[src/rtl/truth_table_scanner_pkg.sv]
`default_nettype none
// ============================================================================
//  Module      : truth_table_scanner_pkg
//  Description : Shared definitions for the truth-table scanner. This package
//                holds the scan FSM state encoding and the default expected
//                truth table.
//  Revision    : 1.0 - initial release
// ============================================================================
package truth_table_scanner_pkg;

    // Scan sequencer states. The encoding is fixed so that software and
    // debug probes can decode the state value.
    typedef enum logic [1:0] {
        ST_IDLE   = 2'd0,
        ST_DRIVE  = 2'd1,
        ST_SAMPLE = 2'd2,
        ST_DONE   = 2'd3
    } scan_state_e;

    // Reference function: f = 1 for input vectors 2, 5, 7, 11, 13 and 14.
    localparam logic [15:0] DEFAULT_EXPECT = 16'h68A4;

endpackage : truth_table_scanner_pkg
`default_nettype wire

[src/rtl/truth_table_scanner_popcount.sv]
`default_nettype none
// ============================================================================
//  Module      : truth_table_scanner_popcount
//  Description : Combinational population count. It returns the number of
//                set bits in bits_i.
//  Ports       : bits_i  [WIDTH-1:0]           vector to count
//                count_o [$clog2(WIDTH+1)-1:0] number of ones in bits_i
//  Revision    : 1.0 - initial release
// ============================================================================
module truth_table_scanner_popcount #(
    parameter int WIDTH = 16
) (
    input  logic [WIDTH-1:0]           bits_i,
    output logic [$clog2(WIDTH+1)-1:0] count_o
);

    localparam int CNT_W = $clog2(WIDTH + 1);

    always_comb begin
        count_o = '0;
        for (int i = 0; i < WIDTH; i++) begin
            count_o = count_o + CNT_W'(bits_i[i]);
        end
    end

endmodule : truth_table_scanner_popcount
`default_nettype wire

[src/rtl/truth_table_scanner.sv]
`default_nettype none
// ============================================================================
//  Module      : truth_table_scanner
//  Description : Sweeps every input combination through an external N_IN-input
//                combinational function. It waits SETTLE cycles per vector,
//                samples f_in, and then publishes the resulting truth table
//                together with its ones count and an EXPECT comparison.
//  Ports       : clk, rst           clock, synchronous active-high reset
//                start, abort       begin a scan / cancel a running scan
//                vec_out [N_IN-1:0] vector driven to the function under test
//                f_in               function response
//                busy, done         scan in progress / one-cycle completion
//                table_out          truth table of the last completed scan
//                ones_cnt           number of ones in table_out
//                match              table_out == EXPECT
//  Revision    : 1.0 - initial release
// ============================================================================
module truth_table_scanner
    import truth_table_scanner_pkg::*;
#(
    parameter int                     N_IN   = 4,
    parameter int                     SETTLE = 1,
    parameter logic [(2**N_IN)-1:0]   EXPECT = DEFAULT_EXPECT
) (
    input  logic                  clk,
    input  logic                  rst,
    input  logic                  start,
    input  logic                  abort,
    output logic [N_IN-1:0]       vec_out,
    input  logic                  f_in,
    output logic                  busy,
    output logic                  done,
    output logic [(2**N_IN)-1:0]  table_out,
    output logic [N_IN:0]         ones_cnt,
    output logic                  match
);

    localparam int TBL_W = 2 ** N_IN;
    localparam int CNT_W = $clog2(SETTLE + 1);
    localparam logic [CNT_W-1:0] SETTLE_LAST = CNT_W'(SETTLE - 1);

    scan_state_e        state_q, state_d;
    logic [N_IN-1:0]    vec_q,   vec_d;
    logic [CNT_W-1:0]   cnt_q,   cnt_d;
    logic [TBL_W-1:0]   work_q,  work_d;
    logic [TBL_W-1:0]   table_q, table_d;
    logic [N_IN:0]      ones_q,  ones_d;
    logic               match_q, match_d;
    logic [N_IN:0]      work_ones;

    truth_table_scanner_popcount #(
        .WIDTH (TBL_W)
    ) u_popcount (
        .bits_i  (work_q),
        .count_o (work_ones)
    );

    always_ff @(posedge clk) begin
        if (rst) begin
            state_q <= ST_IDLE;
            vec_q   <= '0;
            cnt_q   <= '0;
            work_q  <= '0;
            table_q <= '0;
            ones_q  <= '0;
            match_q <= 1'b0;
        end else begin
            state_q <= state_d;
            vec_q   <= vec_d;
            cnt_q   <= cnt_d;
            work_q  <= work_d;
            table_q <= table_d;
            ones_q  <= ones_d;
            match_q <= match_d;
        end
    end

    always_comb begin
        state_d = state_q;
        vec_d   = vec_q;
        cnt_d   = cnt_q;
        work_d  = work_q;
        table_d = table_q;
        ones_d  = ones_q;
        match_d = match_q;

        case (state_q)
            ST_IDLE: begin
                vec_d = '0;
                // abort has priority over a simultaneous start
                if (start && !abort) begin
                    state_d = ST_DRIVE;
                    cnt_d   = '0;
                    work_d  = '0;
                end
            end

            ST_DRIVE: begin
                if (abort) begin
                    state_d = ST_IDLE;
                    vec_d   = '0;
                    cnt_d   = '0;
                end else if (cnt_q == SETTLE_LAST) begin
                    state_d = ST_SAMPLE;
                end else begin
                    cnt_d = cnt_q + CNT_W'(1);
                end
            end

            ST_SAMPLE: begin
                if (abort) begin
                    state_d = ST_IDLE;
                    vec_d   = '0;
                    cnt_d   = '0;
                end else begin
                    work_d[vec_q] = f_in;
                    // Test for the last vector before incrementing, so the
                    // vector counter never wraps.
                    if (&vec_q) begin
                        state_d = ST_DONE;
                    end else begin
                        state_d = ST_DRIVE;
                        vec_d   = vec_q + N_IN'(1);
                        cnt_d   = '0;
                    end
                end
            end

            ST_DONE: begin
                // work_q already holds the bit sampled in the last SAMPLE cycle
                table_d = work_q;
                ones_d  = work_ones;
                match_d = (work_q == EXPECT);
                vec_d   = '0;
                state_d = ST_IDLE;
            end

            default: begin
                state_d = ST_IDLE;
                vec_d   = '0;
            end
        endcase
    end

    assign vec_out   = vec_q;
    assign busy      = (state_q == ST_DRIVE) || (state_q == ST_SAMPLE);
    assign done      = (state_q == ST_DONE);
    assign table_out = table_q;
    assign ones_cnt  = ones_q;
    assign match     = match_q;

endmodule : truth_table_scanner
`default_nettype wire

[config.mk]
export PLATFORM = sky130hd
export DESIGN_NAME = truth_table_scanner
export DESIGN_NICKNAME = d
export VERILOG_FILES = /design/src/rtl/truth_table_scanner_pkg.sv /design/src/rtl/truth_table_scanner_popcount.sv /design/src/rtl/truth_table_scanner.sv
export SDC_FILE = /design/constraint.sdc
export NUM_CORES = 1
export LEC_CHECK = 0
export BUFFER_PORTS_ARGS = -buffer_cell sky130_fd_sc_hd__buf_4
export CORE_MARGIN = 2
export CORE_UTILIZATION = 25
export CTS_CLUSTER_DIAMETER = 200
export DETAILED_ROUTE_END_ITERATION = 10
export HOLD_SLACK_MARGIN = 0.15
export MAX_ROUTING_LAYER = met4
export SYNTH_ARGS = -nofsm -noshare
export SYNTH_HDL_FRONTEND = slang
export SYNTH_HIERARCHICAL = 1
export SYNTH_SLANG_ARGS = --single-unit
[constraint.sdc]
create_clock -name clk -period 3.9 [get_ports clk]
set_clock_uncertainty 0.15 [all_clocks]
set_input_delay 0.39 -clock clk [delete_from_list [all_inputs] [get_ports clk]]
set_output_delay 0.39 -clock clk [all_outputs]
set_load 0.005 [all_outputs]
==> impl_metrics.yaml <==
floorplanning:
  die_x_um: 106
  rows: 37
  coreArea_um2: 10200
  ioPinCount: 33
  die_y_um: 106
  dieArea_um2: 11300
  start_util_pct: 25.5
sta:
  min_period_ns: 3.71
  finalSetupTns_ns: 0
  holdWs_ns: 0.290
  min_period_over_period_pct: 95.1
  drv_slew: 0
  fmax_mhz: 269
  rsz0062_at_grt: "false"
  setup_viol: 0
  slew_headroom_pct: 45.6
  hold_violations: 0
  worstMarginPinSlew_ns: 0.815
critical_path:
  reg2reg_depth: 12
  end_kind: "flip-flop"
  critical_path_required_ns: 3.93
  cp-startpoint: "work_q[0]"
  r2r-start: "work_q[0]"
  crit_arrival_ns: 3.74
  cp-endpoint: "ones_cnt[3]"
  crit_path_start_kind: "flip-flop"
  crit_fanout: 4
  worstReg2RegEnd: "ones_cnt[3]"
  worstSetupPathType: "reg -> reg"
  r2r_slack_ns: 0.19
clocking:
  clock_latency_ns: 0.31
  cts_tree: "done"
  clock_path_buffers: 2
  clock_sinks: 44
  cts_buffers: 5
  clkTransAtPathRegs_ns: 0.09
  cts.htree.levels: 2
  holdBufCountCts: 0
  cts_root_buf: "clkbuf_8"
drt:
  via_count: 2013
  drtPass1Iterations: 4
  ant_nets: 0
  drc: 0
  wire_per_inst_um: 13.5
  viasPerCell: 4.60
  drtIter0Drc: 105
  routed_wl_mm: 5.90
hold_path:
  min_path_type: "in -> reg"
global_routing:
  grt_pass1_vias: 1955
  grt_pass1_wl_mm: 10.0
  grt_usage_pct: 11.4
  antenna_found_initial: 0
  grt-ovfl-total: 0
  grt_start_max_net_pins: 46
yosys:
  syn_area_um2: 2610
  synthDistinctLibCells: 42
  async_flop_share_pct: 0
  ys.flop_type: "dfxtp_1"
  synth_edf_count: 0
  syn_inst: 278
  synth_fp_nets: 306
  synth-seq-cells: 44
  syn_avg_cell_area_um2: 9.38
  synth-seq-area-share_pct: 33.8
  ys.warnings.count: 6
pwr:
  irDropWorstVdd_uv: 120
  power.leakage_nw: 1.06
  power_density_nw_per_um2: 284
final_layout:
  diodes: 0
  post-route-util_pct: 29.9
  drive_gt1_share_pct: 20.5
  finalInstanceArea_um2: 3060
  synthToLayoutAreaGrowth_pct: 17.4
  nets: 329
  layoutNonFillerInstCount: 438
place:
  dp.cells: 430
  place.gp.congestion: 0.822
  placed_cell_area_um2: 2950
  dpl.hpwl_mm: 4.19
  port_buffers: 32
outcome:
  status: "finished, final reports clean"
flow_run:
  drv_cap: 0
[Yosys cell counts (6+ instances only)]
cell type   n  area [um^2]
inv_1      48          180
dfxtp_1    44          881
nor2_1     23         86.3
mux2i_1    22          220
o32ai_1    15          131
ha_1       13          163
fa_1       10          200
a211oi_2    9          113
a211oi_1    8         60.1
nand3_1     8         40.0
nand3b_1    8         60.1
buf_2       7         35.0
nand4_1     7         43.8
clkbuf_1    6         22.5
[state kept, by name, indices dropped and copies added (netlist names)]
| signal | count |
|---|---|
| table_out | 16 |
| work_q | 16 |
| ones_cnt | 5 |
| vec_out | 4 |
| state_q | 2 |
| match | 1 |
[cell families (layout without fill, tap and decap cells)]
family,after synthesis,count (layout),share of synthesized area [%]
AOI/OAI and AO/OA,49,49,16.6
xor gates and xnor gates,2,2,0.672
adders and majority gates,23,23,13.9
buffers and inverters,67,91,10.6
DFF,44,44,33.8
muxes,23,23,9.30
and+or+nand+nor,70,70,15.1
[per-stage QoR]
stage                     power, mW  setup slack [ns]
final                         0.871             0.189
after global placement        0.513             0.252
after CTS                     0.882             0.141
after floorplan               0.503             0.380
after detailed placement      0.513             0.162
after global routing          0.904            0.0311
[worst max-delay path: stages (launching register included)]
cell and delay (ns):
dfxtp_1 0.39, inv_1 0.08, fa_1 0.56, fa_1 0.45
fa_1 0.43, fa_1 0.58, inv_1 0.06, ha_1 0.30
a21o_1 0.17, a21oi_2 0.15, xnor2_1 0.09, mux2i_1 0.14
nor2_1 0.05
[routing by layer]
layer  global-route usage (%)  routed length (um)
met1                     15.6                2880
met2                     17.0                2690
met3                     2.82                 267
met4                     2.73                  56
met5                        -                   0
[layout make-up]
class                   count  area (um^2)
multi-input cells         167         1450
well taps                 136          170
flip-flops and latches     44          882
inverters                  48          180
clock inverters             3         46.3
fillers                  1085         7170
repair buffers             35          263
clock buffers               5         68.8
[worst min-delay path by stage]
stage	start	end	slack [ns]	cells after the start
floorplan	state_q[0]	state_q[0]	0.32	2
global placement	ones_cnt[1]	ones_cnt[1]	0.33	2
detailed placement	table_out[6]	table_out[6]	0.34	2
CTS	f_in	work_q[15]	0.28	3
global route	f_in	work_q[15]	0.29	3
finish	f_in	work_q[15]	0.29	3
[report_power, final]
part	leakage (nW)	switching [mW]	internal (mW)
Sequential	0.355	0.00117	0.450
Clock	0.0548	0.175	0.193
Combinational	0.650	0.0334	0.0185
[cells in the final DEF (no fill, tap or decap), drive strengths merged, types with 2 or more instances in the layout]
| cell type | Yosys | final |
|---|---|---|
| fa | 10 | 10 |
| or3b | 4 | 4 |
| nand3b | 8 | 8 |
| nand4 | 7 | 7 |
| ha | 13 | 13 |
| inv | 48 | 49 |
| a21oi | 5 | 5 |
| nor4b | 2 | 2 |
| a211oi | 17 | 17 |
| or3 | 3 | 3 |
| mux2i | 23 | 23 |
| dfxtp | 44 | 44 |
| o211ai | 3 | 3 |
| clkbuf | 7 | 5 |
| o32ai | 16 | 16 |
| o21ai | 3 | 3 |
| nor2 | 23 | 23 |
| nor2b | 3 | 3 |
| buf | 12 | 35 |
| xnor2 | 2 | 2 |
| nand3 | 8 | 8 |
| nand2 | 4 | 4 |
| nand2b | 2 | 2 |
[repair_timing]
item | in CTS | in global routing
setup buffers | 0 | 0
endpoints found under the setup margin | 0 | 3
gates resized for setup | 0 | 1
No activity file was read; power rests on OpenSTA's default activity.
